--- src/rtl/clk_div_pkg.sv ---
// Shared definitions for divided-clock consumers: monitor FSM states and
// the duty-cycle tolerance helpers also used by the divider's assertions.
package clk_div_pkg;

    typedef enum logic [1:0] {
        IDLE,
        HIGH,
        LOW
    } mon_state_e;

    function automatic int unsigned half_lo(input int unsigned div);
        return div / 2;
    endfunction

    function automatic int unsigned half_hi(input int unsigned div);
        return (div + 1) / 2;
    endfunction

endpackage

--- src/rtl/clk_edge_det.sv ---
// Two-flop sampler for a clk_in-synchronous divided clock; flags rising and
// falling edges one cycle after the input changes.
module clk_edge_det (
    input  logic clk_i,
    input  logic rst_ni,
    input  logic sig_i,
    output logic rise_o,
    output logic fall_o,
    output logic level_o
);

    logic s1_q;
    logic s2_q;

    always_ff @(posedge clk_i) begin
        if (!rst_ni) begin
            s1_q <= 1'b0;
            s2_q <= 1'b0;
        end else begin
            s1_q <= sig_i;
            s2_q <= s1_q;
        end
    end

    assign rise_o  = s1_q & ~s2_q;
    assign fall_o  = ~s1_q & s2_q;
    assign level_o = s1_q;

endmodule

--- src/rtl/clk_div_mon.sv ---
// Divided-clock monitor: measures period and high time of each div_clk_i
// cycle, qualifies lock after LOCK_CNT good periods, and flags a stuck clock.
module clk_div_mon
    import clk_div_pkg::*;
#(
    parameter int unsigned EXP_DIV  = 3,
    parameter int unsigned CW       = 8,
    parameter int unsigned LOCK_CNT = 4
) (
    input  logic          clk_in,
    input  logic          rst_n,
    input  logic          div_clk_i,
    output logic          meas_vld,
    output logic [CW-1:0] meas_period,
    output logic [CW-1:0] meas_high,
    output logic          lock,
    output logic          err,
    output logic          stuck
);

    localparam logic [CW-1:0] CNT_MAX = '1;
    localparam logic [CW-1:0] CNT_ONE = CW'(1);
    localparam logic [CW-1:0] EXP_P   = CW'(EXP_DIV);
    localparam logic [CW-1:0] HALF_LO = CW'(half_lo(EXP_DIV));
    localparam logic [CW-1:0] HALF_HI = CW'(half_hi(EXP_DIV));
    localparam logic [3:0]    LOCK_C  = 4'(LOCK_CNT);

    logic rise;
    logic fall;
    logic level;

    clk_edge_det u_edge (
        .clk_i  (clk_in),
        .rst_ni (rst_n),
        .sig_i  (div_clk_i),
        .rise_o (rise),
        .fall_o (fall),
        .level_o(level)
    );

    mon_state_e    state_q;
    logic [CW-1:0] hcnt_q;
    logic [CW-1:0] lcnt_q;
    logic [3:0]    run_q;

    logic [CW:0]   sum;
    logic [CW-1:0] period_d;
    logic [3:0]    run_d;
    logic          good;

    always_comb begin
        sum      = {1'b0, hcnt_q} + {1'b0, lcnt_q};
        period_d = sum[CW] ? CNT_MAX : sum[CW-1:0];
        good     = (period_d == EXP_P) && (hcnt_q == HALF_LO || hcnt_q == HALF_HI);
        run_d    = (run_q >= LOCK_C) ? LOCK_C : run_q + 4'd1;
    end

    always_ff @(posedge clk_in) begin
        if (!rst_n) begin
            state_q     <= IDLE;
            hcnt_q      <= '0;
            lcnt_q      <= '0;
            run_q       <= '0;
            meas_vld    <= 1'b0;
            meas_period <= '0;
            meas_high   <= '0;
            lock        <= 1'b0;
            err         <= 1'b0;
            stuck       <= 1'b0;
        end else begin
            meas_vld <= 1'b0;
            err      <= 1'b0;
            case (state_q)
                IDLE: begin
                    if (rise) begin
                        state_q <= HIGH;
                        hcnt_q  <= CNT_ONE;
                        stuck   <= 1'b0;
                    end
                end
                HIGH: begin
                    // Saturation wins over a coincident edge: the period is abandoned.
                    if (hcnt_q == CNT_MAX) begin
                        state_q <= IDLE;
                        stuck   <= 1'b1;
                        lock    <= 1'b0;
                        run_q   <= '0;
                    end else if (fall) begin
                        state_q <= LOW;
                        lcnt_q  <= CNT_ONE;
                    end else if (level) begin
                        hcnt_q <= hcnt_q + CNT_ONE;
                    end
                end
                LOW: begin
                    if (lcnt_q == CNT_MAX) begin
                        state_q <= IDLE;
                        stuck   <= 1'b1;
                        lock    <= 1'b0;
                        run_q   <= '0;
                    end else if (rise) begin
                        state_q     <= HIGH;
                        hcnt_q      <= CNT_ONE;
                        stuck       <= 1'b0;
                        meas_vld    <= 1'b1;
                        meas_period <= period_d;
                        meas_high   <= hcnt_q;
                        if (good) begin
                            run_q <= run_d;
                            lock  <= (run_d == LOCK_C);
                        end else begin
                            run_q <= '0;
                            lock  <= 1'b0;
                            err   <= 1'b1;
                        end
                    end else if (!level) begin
                        lcnt_q <= lcnt_q + CNT_ONE;
                    end
                end
                default: state_q <= IDLE;
            endcase
        end
    end

endmodule
--- config.mk ---
export PLATFORM = sky130hd
export DESIGN_NAME = clk_div_mon
export DESIGN_NICKNAME = d
export VERILOG_FILES = /design/src/rtl/clk_div_pkg.sv /design/src/rtl/clk_edge_det.sv /design/src/rtl/clk_div_mon.sv
export SDC_FILE = /design/constraint.sdc
export NUM_CORES = 1
export LEC_CHECK = 0
export BUFFER_PORTS_ARGS = -buffer_cell sky130_fd_sc_hd__buf_2
export CORE_MARGIN = 2
export CORE_UTILIZATION = 50
export CTS_CLUSTER_DIAMETER = 80
export DETAILED_ROUTE_END_ITERATION = 6
export PLACE_DENSITY = 0.79
export SYNTH_ARGS = -nofsm -noshare
export SYNTH_HDL_FRONTEND = slang
export SYNTH_SLANG_ARGS = --single-unit
--- constraint.sdc ---
create_clock -name clk_in -period 6.55 [get_ports clk_in]
set_input_delay 0.3275 -clock clk_in [delete_from_list [all_inputs] [get_ports clk_in]]
set_output_delay 0.3275 -clock clk_in [all_outputs]
set_load 0.05 [all_outputs]
==> Word-level counts from Yosys, hierarchy flattened <==
Index checks and enable logic that the tools add are counted.
{ "totals": {"mem_count": 0, "latch_bits": 0, "ff_bits": 44, "input_bits": 3, "mem_bits_rw": 0, "romBits": 0} }
{ "op_classes": {"n_eq_ne": 18, "reduce_logical": 12, "n_bitwise": 8, "n_addsub": 4, "shift": 0, "muxes": 35, "magnitude_cmp": 1, "div_mod_pow": 0, "multipliers": 0} }
{ "ops": {"columns": ["operator", "count"], "rows": [
  ["$mux W8", 11],
  ["$pmux W8 S3", 1],
  ["$mux W4", 5],
  ["$add A8 B1 Y8 const B", 2],
  ["$eq A8 B2 Y1 const B", 2],
  ["$eq A8 B8 Y1 const B", 2],
  ["$pmux W8 S2", 1],
  ["$ne A2 B2 Y1 const B", 7],
  ["$add A8 B8 Y9", 1],
  ["$mux W1", 9],
  ["$eq A8 B1 Y1 const B", 1],
  ["$mux W2", 4],
  ["$pmux W4 S2", 1],
  ["$ne A3 B3 Y1 const B", 2],
  ["$not A1 Y1", 6],
  ["$pmux W2 S3", 1],
  ["$reduce_and A3 Y1", 2],
  ["$reduce_and A6 Y1", 1],
  ["$reduce_and A5 Y1", 1],
  ["$add A4 B1 Y4 const B", 1],
  ["$eq A4 B3 Y1 const B", 1],
  ["$ge A4 B3 Y1 const B", 1],
  ["$reduce_or A4 Y1", 1],
  ["$pmux W1 S3", 1],
  ["other kinds (12)", 13]
]} }

==> Depth between registers and ports, before layout <==
Gate-level depths: netlist of run 1.
{ "logic_depth": {"word_depth": 8, "mapped_depth": 8, "depth_no_buf": 8} }

==> Modules after synthesis <==
A second synthesis of run 1 with hierarchy kept.
{ "hier_totals": {"cells_unflattened": 270, "hier_area_um2": 2364.8} }
{ "by_module_without_submodules": {"columns": ["mod", "instances", "area_per_inst_um2", "cells_each"], "rows": [
  ["clk_div_mon", 1, 2299.7, 264],
  ["clk_edge_det", 1, 65.1, 6]
]} }

==> Least setup slack after synthesis of run 1 <==
OpenSTA, ideal clock, no wires.
{ "synth_path": {"path_type": "reg2reg", "start": "reg hcnt_q[1]", "end": "reg run_q[0]", "arrival_ps": 1980, "n_path_buf": 0, "stages_incl_launch_ff": 8, "slack_ps": 4483, "period_less_slack_ps": 2067, "setup_ps": 87, "required_ps": 6463, "cell_sequence": "dfxtp_1 > ha_1 > a211oi_4 > or4_1 > o41ai_1 > a2111oi_2 > nand4_2 > o31ai_1"} }
{ "synth_between": {"elab_chain_len": 8, "word_cells_on_any_way": 14, "classes_between": "add/sub: 1; eq/ne: 5; mux: 5; reduce/logical: 3"} }
{ "synth_lines": {"columns": ["element", "line_no", "rtl"], "rows": [
  ["from (decl)", "clk_div_mon.sv:42", "logic [CW-1:0] hcnt_q;"],
  ["from (signal assigned)", "clk_div_mon.sv:92", "hcnt_q <= hcnt_q + CNT_ONE;"],
  ["$add A8 B8 Y9", "clk_div_mon.sv:52", "sum = {1'b0, hcnt_q} + {1'b0, lcnt_q};"],
  ["$mux W8", "clk_div_mon.sv:53", "period_d = sum[CW] ? CNT_MAX : sum[CW-1:0];"],
  ["$eq A8 B2 Y1", "clk_div_mon.sv:54", "good = (period_d == EXP_P) && (hcnt_q == HALF_LO || hcnt_q == HALF_HI);"],
  ["$logic_and A1 B1 Y1", "clk_div_mon.sv:54", null],
  ["$mux W4", "clk_div_mon.sv:108", "if (good) begin"],
  ["$mux W4", "clk_div_mon.sv:101", "end else if (rise) begin"],
  ["$mux W4", "clk_div_mon.sv:96", "if (lcnt_q == CNT_MAX) begin"],
  ["$pmux W4 S2", "clk_div_mon.sv:73", "case (state_q)"],
  ["to (signal assigned)", "clk_div_mon.sv:109", "run_q <= run_d;"],
  ["to (decl)", "clk_div_mon.sv:44", "logic [3:0] run_q;"]
]} }
Parallel ways exist; a longest one is shown, timed or not. The select of a mux whose other input is x is not followed.
A chain may end at the register's enable or synchronous reset.

==> Worst setup path after layout of run 1 <==
{ "layout_path": {"start": "reg hcnt_q[0]", "end": "reg run_q[1]"} }
The elaborated chain is that of the path after synthesis.

==> results.toml, run 1 <==
[global_route]
grt.overflow.total = 0
antenna_found_initial = 0
grt_pass1_wl_um = 8811
first_global_vias = 1958
gr-usage-all-layers = 0.2129
grt_max_degree = 29

[synth]
netlist_area_um2 = 2331
synth_mux_area_frac = 0.008588
synthAdderAreaFrac = 0.09984
ys_ff_latch = 44
syn_avg_cell_area_um2 = 8.538
yosys_most_used_dff = "dfxtp_1"
synth-edff-count = 0
syn_nets = 294
synthCells = 273
synth-seq-area-share = 0.3779
yosys_warnings = 0
synth_top_family_by_area = "simple AND/OR/NAND/NOR gates"
synth_compound_area_frac = 0.1943
synth-simple-area-share = 0.2485
synth_xor_xnor_area_share = 0.04509
synthArstFlopShare = 0
yosysUniqueCellTypes = 43

[sta]
setup_violations = 0
post-route-period-util = 0.3582
finalClockSkew_ns = 0.01219
finalHoldViolations = 0
worstMarginPinSlew_ns = 0.6838
fin_tns_setup_ns = 0
rsz0062_at_grt = "no"
max_freq_ghz = 0.4262
period_minus_slack_ns = 2.346
maxSlewViolCount = 0
relSlewSlack = 0.5393

[detailed_routing]
vias = 2044
drc = 0
antenna_left = 0
avgRoutedWirePerCell_um = 14.42
drt_iter0_drc = 135
dr.pass1.iters = 4
avgViaCountPerCell = 5.807
drt_wl_total_um = 5077

[flow_run]
drv_cap = 0

[final_layout]
final_nets = 320
antenna-diode-count = 0
n_fill_cell = 392
drive_above_1_share = 0.1300
synthToLayoutAreaGrowth_pct = 12.35

[clock_network]
cts_made_buffers = 5
htree_levels = 2
post_cts_buffers = 0
cts_tree = "yes"
clock-root-buffer = "clkbuf_8"
clockBufferDepth = 2
clkTransAtPathRegs_ns = 0.09
cts-resized-gates = 0
cts.sinks = 44
clkLatencyLatePin_ns = 0.30
ctsHoldBuffers = 0

[critical_path]
critPathTopFamily = "adder cells"
arrival_ns = 2.56
cp_max_fo = 6
worstSetupEndpointType = "register"
critPathMaxStageDelay_ns = 0.43
r2r_setup_slack_ns = 4.20
start_kind = "register"
worstPathCellList = "ha_1, fa_1, nand3_1, a21oi_1, nor2_1, mux2i_1, nand4_2, o31ai_1"
r2r_end = "run_q[1]$_SDFFE_PN0P_"
crit_type = "reg2reg"
regToRegStartpoint = "hcnt_q[0]$_SDFFE_PN0P_"
slowest_stage = "fa_1"
path_buf_inv = 0
r2r_cells = 8
cp.required_ns = 6.77

[min_path]
hold_path.startpoint = "div_clk_i"
min_path_type = "in2reg"
worst_hold_path.endpoint = "u_edge.level_o$_SDFF_PN0_"
hold_depth = 2

[pwr]
p_leak_nw = 1.043
powerDensity_nw_per_um2 = 197.7
fin_total_pwr_uw = 517.8
ir_worst_vdd_v = 0.00006855

[floorplan]
fp.dieW_um = 72.28
coreArea_um2 = 4414
die_h_um = 72.28
die-area_um2 = 5224
initial_core_util = 0.5281
rows = 24
io_pins = 23

[place]
dpl.hpwl_um = 3745
place.port_buffers = 22
routabilityCongestion = 0.9211

[run_status]
status = "finished, final reports clean"
worst register-to-register path, cell delays in order, from the launching register on:
cell and delay [ns]:
dfxtp_1 0.37, ha_1 0.27, fa_1 0.43, nand3_1 0.12
a21oi_1 0.09, nor2_1 0.17, mux2i_1 0.31, nand4_2 0.22
o31ai_1 0.28
report_power, final:
group	total [mW]	internal, mW	switching (mW)
combinational	0.0324	0.0116	0.0208
sequential	0.274	0.270	0.00368
clock	0.212	0.115	0.0967
Yosys cell counts (all sizes together), types with 3 or more instances:
master	count	area, um2
dfxtp	44	880.8
nand2	36	135.1
nor2	20	75.07
ha	17	212.7
a21oi	16	80.08
nand3	15	75.07
o21ai	13	65.06
xnor2	12	105.1
inv	11	41.29
a21boi	10	75.07
nor3	9	45.04
and3	7	43.79
clkbuf	5	18.77
or3	5	31.28
and2	4	25.02
nor2b	4	25.02
o31ai	4	30.03
nor4	3	18.77
o221a	3	33.78
or4	3	22.52
through the flow:
stage          instances  worst slack [ns]    util  cell area (um2)  hold WS (ns)
2_1_floorplan        273             4.483       -             2331        0.4292
3_3_place_gp         344             4.336  0.5669             2502        0.4455
3_5_place_dp         344             4.245  0.5669             2502        0.4443
4_1_cts              352             4.212  0.5933             2619        0.2238
5_1_grt              352             4.030  0.5933             2619        0.2346
6_report             352             4.204  0.5933             2619        0.2221
worst max-delay path by stage:
stage                                      start               endpoint  slack [ns]  cells after the start
after global placement    hcnt_q[1]$_SDFFE_PN0P_  run_q[1]$_SDFFE_PN0P_        4.34                      7
final                     hcnt_q[0]$_SDFFE_PN0P_  run_q[1]$_SDFFE_PN0P_        4.20                      8
after global routing      hcnt_q[1]$_SDFFE_PN0P_  run_q[1]$_SDFFE_PN0P_        4.03                      7
after floorplan           hcnt_q[1]$_SDFFE_PN0P_  run_q[0]$_SDFFE_PN0P_        4.48                      7
after detailed placement  hcnt_q[0]$_SDFFE_PN0P_  run_q[1]$_SDFFE_PN0P_        4.25                      8
after CTS                 hcnt_q[0]$_SDFFE_PN0P_  run_q[0]$_SDFFE_PN0P_        4.21                      8
logic make-up (layout without fill, tap and decap cells):
logic type / Yosys count / after routing
AOI/OAI and AO/OA: 65 / 65
xor gates and xnor gates: 12 / 12
adders and majority gates: 18 / 18
buffers and inverters: 16 / 43
DFF: 44 / 44
muxes: 2 / 2
and+or+nand+nor: 116 / 116
layout make-up:
type / instances / area [um2] / share of cell area
well taps: 52 / 65.06 / 0.02484
flip-flops and latches: 44 / 880.8 / 0.3364
multi-input cells: 213 / 1390 / 0.5308
inverters: 11 / 41.29 / 0.01577
clock inverters: 3 / 47.55 / 0.01816
repair buffers: 24 / 125.1 / 0.04778
clock buffers: 5 / 68.82 / 0.02628
registers in the layout, summed over array words and instances, names as in the netlist:
name / flops
err: 1
hcnt_q: 8
lcnt_q: 8
lock: 1
meas_high: 8
meas_period: 8
meas_vld: 1
run_q: 4
state_q: 2
stuck: 1
u_edge.level_o: 1
u_edge.s2_q: 1
layout by cell type (no fill, tap or decap), drive strengths merged, types with 2 or more instances in the layout:
| cell type | instances |
|---|---|
| nor3 | 9 |
| or4 | 3 |
| a21o | 2 |
| inv | 11 |
| nor4 | 3 |
| o22ai | 2 |
| nand3 | 15 |
| nand2 | 36 |
| o31ai | 4 |
| dfxtp | 44 |
| and4 | 2 |
| nor4b | 2 |
| o211a | 2 |
| and3 | 7 |
| nand2b | 2 |
| nor2 | 20 |
| a21boi | 10 |
| mux2i | 2 |
| nand4 | 2 |
| a21oi | 16 |
| o21a | 2 |
| clkbuf | 5 |
| nor2b | 4 |
| buf | 24 |
| o221a | 3 |
| o21ai | 13 |
| and2 | 4 |
| o41ai | 2 |
| ha | 17 |
| or3 | 5 |
| xnor2 | 12 |
| clkinv | 2 |
| a211oi | 2 |
routing by layer:
metal,vias up,wire length (um),GRT usage
met1,937,2357,0.2778
met3,10,241,0.04028
met4,0,124,0.09434
met2,63,2354,0.3425
met5,-,0,0
li1,1034,-,-
No activity file was read; power rests on OpenSTA's default activity.
==> run 2: changes to the inputs <==
--- a/config.mk
+++ b/config.mk
@@ -5,12 +5,13 @@
 export SDC_FILE = /design/constraint.sdc
 export NUM_CORES = 1
 export LEC_CHECK = 0
+export ABC_AREA = 1
 export BUFFER_PORTS_ARGS = -buffer_cell sky130_fd_sc_hd__buf_2
 export CORE_MARGIN = 2
 export CORE_UTILIZATION = 50
 export CTS_CLUSTER_DIAMETER = 80
 export DETAILED_ROUTE_END_ITERATION = 6
-export PLACE_DENSITY = 0.79
+export PLACE_DENSITY = 0.82
 export SYNTH_ARGS = -nofsm -noshare
 export SYNTH_HDL_FRONTEND = slang
 export SYNTH_SLANG_ARGS = --single-unit
==> constraint.sdc (replaced) <==
create_clock -name clk_in -period 2.1 [get_ports clk_in]
set_input_delay 0.105 -clock clk_in [delete_from_list [all_inputs] [get_ports clk_in]]
set_output_delay 0.105 -clock clk_in [all_outputs]
set_load 0.05 [all_outputs]
==> results.toml, run 2 <==
[run_status]
status = "finished, violations left"
violations = "negative setup slack"

[min_path]
min_path_type = "in2reg"

[clock_network]
cts_made_buffers = 5
clkTransAtPathRegs_ns = 0.08
clock-root-buffer = "clkbuf_8"
cts_tree = "yes"
clockBufferDepth = 2
htree_levels = 2
cts.sinks = 44
clkLatencyLatePin_ns = 0.31

[detailed_routing]
antenna_left = 0
dr.pass1.iters = 4
drc = 0
avgViaCountPerCell = 5.470
drt_iter0_drc = 167
vias = 2571
drt_wl_total_um = 6734
avgRoutedWirePerCell_um = 14.33

[critical_path]
start_kind = "register"
slowest_stage = "fa_2"
worstSetupEndpointType = "register"
worstPathCellList = "ha_4, fa_2, nand3_2, nand2_2, a21oi_4, nand2_1, nor2_2, buf_4, inv_2, nor2_2, nand4_1, a21oi_1"
cp.required_ns = 2.33
cp_max_fo = 4
arrival_ns = 2.41
cpMostUsedCell = "nor2_2"
critPathMaxStageDelay_ns = 0.42
crit_type = "reg2reg"

[global_route]
gr-usage-all-layers = 0.2231
grt_max_degree = 19
first_global_vias = 2155
grt.overflow.total = 0
antenna_found_initial = 0
grt_pass1_wl_um = 9404

[floorplan]
fp.dieW_um = 74.89
die-area_um2 = 5608
io_pins = 23
coreArea_um2 = 4786
initial_core_util = 0.5250
rows = 25
die_h_um = 74.89

[sta]
rsz0062_at_grt = "yes"
relSlewSlack = 0.5985
post-route-period-util = 1.035
worstMarginPinSlew_ns = 0.6016
fin_tns_setup_ns = -0.1968
finalHoldViolations = 0
maxSlewViolCount = 0
period_minus_slack_ns = 2.174
setup_violations = 4
finalClockSkew_ns = 0.008432
max_freq_ghz = 0.4599
setup_ws_ns = -0.07449

[place]
place.port_buffers = 22
routabilityCongestion = 0.9102
dpl.hpwl_um = 4552
dpl.cell_count = 453

[synth]
syn_avg_cell_area_um2 = 7.097
synthArstFlopShare = 0
netlist_area_um2 = 2512
yosys_warnings = 0
yosysTopAreaCellShare = 0.3506
synth-seq-area-share = 0.3506
synth.area.top_cells = "dfxtp_1 35%, nand2_1 11%, ha_1 8.5%, inv_1 7.0%, a21oi_1 7.0%"
synth_top_cell_by_area = "dfxtp_1"
syn_nets = 375
synthCells = 354
synth.most_common_cell = "nand2_1"
ys_ff_latch = 44
yosysUniqueCellTypes = 38
synth_common_cells = "72 x nand2_1, 47 x inv_1, 44 x dfxtp_1"
synth-edff-count = 0
yosys_most_used_dff = "dfxtp_1"

[pwr]
fin_total_pwr_mw = 1.655
ir_worst_vdd_v = 0.0004227
p_leak_nw = 1.451
powerDensity_nw_per_um2 = 532.4

[final_layout]
layout.cells.non_filler = 470
layout_commonest_cell = "nand2_1"
antenna-diode-count = 0
synthToLayoutAreaGrowth_pct = 23.75
finish.utilization = 0.6497
final_cell_mix = "68 x nand2_1, 46 x inv_1, 40 x dfxtp_1"
final_nets = 424
drive_above_1_share = 0.2407

[flow_run]
drv_cap = 0
-- run 2: cell count changes after synthesis, moves of 8 or more --
cell,change
a21boi_0,-10
a21oi_1,+19
inv_1,+36
nand2_1,+36
nand3_1,+8
nor2_1,+11
xnor2_1,-9
-- run 2: path summary, 6_finish.rpt --
check | slack [ns] | startpoint | cells past startpoint | endpoint
setup / recovery | -0.07 | hcnt_q[0]$_SDFFE_PN0P_ | 12 | run_q[2]$_SDFFE_PN0P_
hold / removal | 0.26 | rst_n | 4 | u_edge.s2_q$_SDFF_PN0_
setup reg to reg | -0.07 | hcnt_q[0]$_SDFFE_PN0P_ | 12 | run_q[2]$_SDFFE_PN0P_
hold reg to reg | 0.43 | u_edge.level_o$_SDFF_PN0_ | 2 | u_edge.s2_q$_SDFF_PN0_
-- run 2: what timing repair did --
action,CTS,global route
gates resized for setup,6,27
pin swaps,0,12
hold endpoints to repair,1,0
setup buffers,0,9
hold buffers,1,0
setup endpoints to repair,5,11
-- run 2: power breakdown --
group / leakage (nW) / internal, mW / total, mW / switching, mW
combinational: 1.05 / 0.0991 / 0.264 / 0.165
sequential: 0.357 / 0.853 / 0.868 / 0.0145
clock: 0.0400 / 0.226 / 0.523 / 0.298
-- run 2: kinds of logic after synthesis --
kind of cell | after synthesis | share of synthesized area
AO/OA/AOI/OAI | 69 | 0.1579
XOR/XNOR | 5 | 0.01743
adder cells (fa/ha/maj) | 18 | 0.09263
buffers and inverters | 56 | 0.08565
flip-flops | 44 | 0.3506
AND/OR/NAND/NOR | 162 | 0.2958
-- run 2: metal layers --
| layer | track usage | up-vias | part of all wire | routed length (um) |
|---|---|---|---|---|
| met5 | 0 | - | 0 | 0 |
| met4 | 0.07738 | 0 | 0.030 | 199 |
| met3 | 0.05890 | 20 | 0.053 | 358 |
| met2 | 0.3830 | 84 | 0.50 | 3364 |
| met1 | 0.2697 | 1196 | 0.42 | 2811 |
| li1 | - | 1271 | - | - |
-- run 2: area by class of cell --
cell class | count | area [um2]
fill | 405 | 1677
multi-input combinational | 254 | 1533
sequential | 44 | 885.9
timing repair buffer | 48 | 332.8
inverter | 50 | 192.7
tap | 67 | 83.83
clock buffer | 5 | 68.82
clock inverter | 2 | 12.51
-- run 2: critical path, delay by kind of cell, from the launching register on --
family / cells / cell delay, ns
flip-flops: 1 / 0.34
AND/OR/NAND/NOR: 6 / 0.70
AO/OA/AOI/OAI: 2 / 0.32
buffers and inverters: 2 / 0.17
adder cells (fa/ha/maj): 2 / 0.58
-- run 2: metrics by stage --
stage,hold slack [ns],cell area [um2],setup slack (ns)
finish,0.2583,3109,-0.07449
global route,0.2679,3109,-0.1371
CTS,0.2610,2915,0.04901
detailed placement,0.3076,2801,-0.02387
global placement,0.2884,2801,0.07331
floorplan,0.2026,2512,0.1132
==> run 3: changes to the inputs <==
--- a/config.mk
+++ b/config.mk
@@ -7,6 +7,7 @@
 export LEC_CHECK = 0
 export ABC_AREA = 1
 export BUFFER_PORTS_ARGS = -buffer_cell sky130_fd_sc_hd__buf_2
+export CORE_ASPECT_RATIO = 0.9
 export CORE_MARGIN = 2
 export CORE_UTILIZATION = 50
 export CTS_CLUSTER_DIAMETER = 80
==> results.toml, run 3 (synthesized netlist as in run 2, its figures left out) <==
[place]
dpl.cell_count = 450
pre_cts_slack_ns = -0.04548
placed_area_um2 = 2791
dpl.hpwl_um = 4673
place.port_buffers = 22
routabilityCongestion = 0.9365

[critical_path]
critPathMaxStageDelay_ns = 0.42
crit_type = "reg2reg"
critPathTopFamily = "simple AND/OR/NAND/NOR gates"
cp.depth = 11
worstSetupEndpointType = "register"
crit_start = "lcnt_q[0]$_SDFFE_PN0P_"
r2r_end = "run_q[2]$_SDFFE_PN0P_"
cp_max_fo = 4
critPathCapture = "run_q[2]$_SDFFE_PN0P_"
cpMostUsedCell = "nand2_2"
path_buf_inv = 1
arrival_ns = 2.30
r2r_setup_slack_ns = 0.03
regToRegStartpoint = "lcnt_q[0]$_SDFFE_PN0P_"
start_kind = "register"
r2r_cells = 11
worstPathCellList = "ha_4, fa_2, nand3_2, nand2_2, a21oi_4, nand2_2, nor2_4, inv_1, nor2_2, nand4_1, a21oi_1"
slowest_stage = "fa_2"
cp.required_ns = 2.33

[final_layout]
final_nets = 417
register_area_um2 = 888.4
drive_above_1_share = 0.2343
final_area_um2 = 3032
layout.cells.non_filler = 462
layout_commonest_cell = "nand2_1"
final_cell_mix = "68 x nand2_1, 47 x inv_1, 38 x dfxtp_1"
synthToLayoutAreaGrowth_pct = 20.67
antenna-diode-count = 0
n_fill_cell = 408
multi_input_area_um2 = 1511

[sta]
finalClockSkew_ns = 0.009622
whs_ns = 0.01875
maxSlewViolCount = 0
rsz0062_at_grt = "yes"
worstMarginPinSlew_ns = 0.6102
fin_tns_setup_ns = 0
setup_violations = 0
period_minus_slack_ns = 2.071
finalHoldViolations = 0
max_freq_ghz = 0.4830
post-route-period-util = 0.9860
relSlewSlack = 0.5928
setup_ws_ns = 0.02943

[floorplan]
rows = 24
io_pins = 23
die_h_um = 71.25
die-area_um2 = 5609
fp.dieW_um = 78.72
initial_core_util = 0.5197
coreArea_um2 = 4835

[detailed_routing]
drt_wl_total_um = 6546
dr.pass1.iters = 5
avgRoutedWirePerCell_um = 14.17
avgViaCountPerCell = 5.431
drt_iter0_drc = 149
antenna_left = 0
vias = 2509
drc = 0

[global_route]
antenna_found_initial = 0
grt_pass1_wl_um = 10510
first_global_vias = 2272
grt.overflow.total = 0
grt_max_degree = 19
gr-usage-all-layers = 0.2348

[pwr]
p_leak_nw = 1.400
p_seq_frac = 0.497
pwr-share-comb = 0.138
powerDensity_nw_per_um2 = 576.7
clockPowerShare = 0.365
switchingPower_uw = 460.8
p_sw_frac = 0.2636
ir_worst_vdd_v = 0.0005219
internal_power_mw = 1.287

[min_path]
min_path_type = "in2reg"

[clock_network]
cts_tree = "yes"
clock-root-buffer = "clkbuf_8"
ctsHoldBuffers = 0
htree_levels = 2
clkLatencyLatePin_ns = 0.30
cts_made_buffers = 5
clockBufferDepth = 2
clkTransAtPathRegs_ns = 0.08
cts.sinks = 44

[flow_run]
drv_cap = 0

[run_status]
status = "finished, final reports clean"
[run 3: cell types whose count changed in the layout (fill, tap and decap cells not counted), sizes merged]
cell / change
buf: -6
clkbuf: +1
clkinv: -1
bufinv: +1
dlygate4sd3: -1
clkinvlp: -1
inv: +1
[run 3: repair_timing]
action / CTS / global route
buffers inserted: 0 / 4
resized for setup: 3 / 30
pin swaps: 0 / 13
setup endpoints to repair: 4 / 15
[run 3: area by class of cell]
type / instances / area share
tap: 65 / 0.02683
clock buffer: 6 / 0.02394
timing repair buffer: 41 / 0.08337
multi-input combinational: 254 / 0.4986
inverter: 50 / 0.06273
clock inverter: 2 / 0.01156
sequential: 44 / 0.2930
[run 3: worst min-delay path, stage by stage]
cell	delay [ns]
buf_2	0.08
nand2_1	0.04
inv_1	0.05
[run 3: worst min path at each step]
stage                   start                         to  slack [ns]  depth (start not counted)
floorplan           div_clk_i  u_edge.level_o$_SDFF_PN0_        0.20                          2
global placement    div_clk_i  u_edge.level_o$_SDFF_PN0_        0.29                          3
detailed placement  div_clk_i  u_edge.level_o$_SDFF_PN0_        0.32                          3
CTS                 div_clk_i  u_edge.level_o$_SDFF_PN0_        0.01                          3
global route        div_clk_i  u_edge.level_o$_SDFF_PN0_        0.02                          3
finish              div_clk_i  u_edge.level_o$_SDFF_PN0_        0.02                          3
[run 3: layer usage]
metal / part of all wire / wire length, um / up-vias / track usage
met5: 0 / 0 / - / 0
met4: 0.021 / 136 / 0 / 0.07602
met3: 0.059 / 388 / 14 / 0.03904
met2: 0.49 / 3183 / 87 / 0.4017
met1: 0.43 / 2838 / 1151 / 0.3043
li1: - / - / 1257 / -
[run 3: power by group through the flow]
stage	logic [mW]	clock network (mW)	registers [mW]
floorplan	0.129	0	0.910
global placement	0.213	0	0.884
detailed placement	0.217	0	0.885
CTS	0.219	0.647	0.865
global route	0.262	0.677	0.872
finish	0.241	0.638	0.869
[run 3: through the flow]
stage,power [mW],utilization
after floorplan,1.039,-
after global placement,1.097,0.5774
after detailed placement,1.102,0.5774
after CTS,1.731,0.6012
after global routing,1.811,0.6271
final,1.748,0.6271
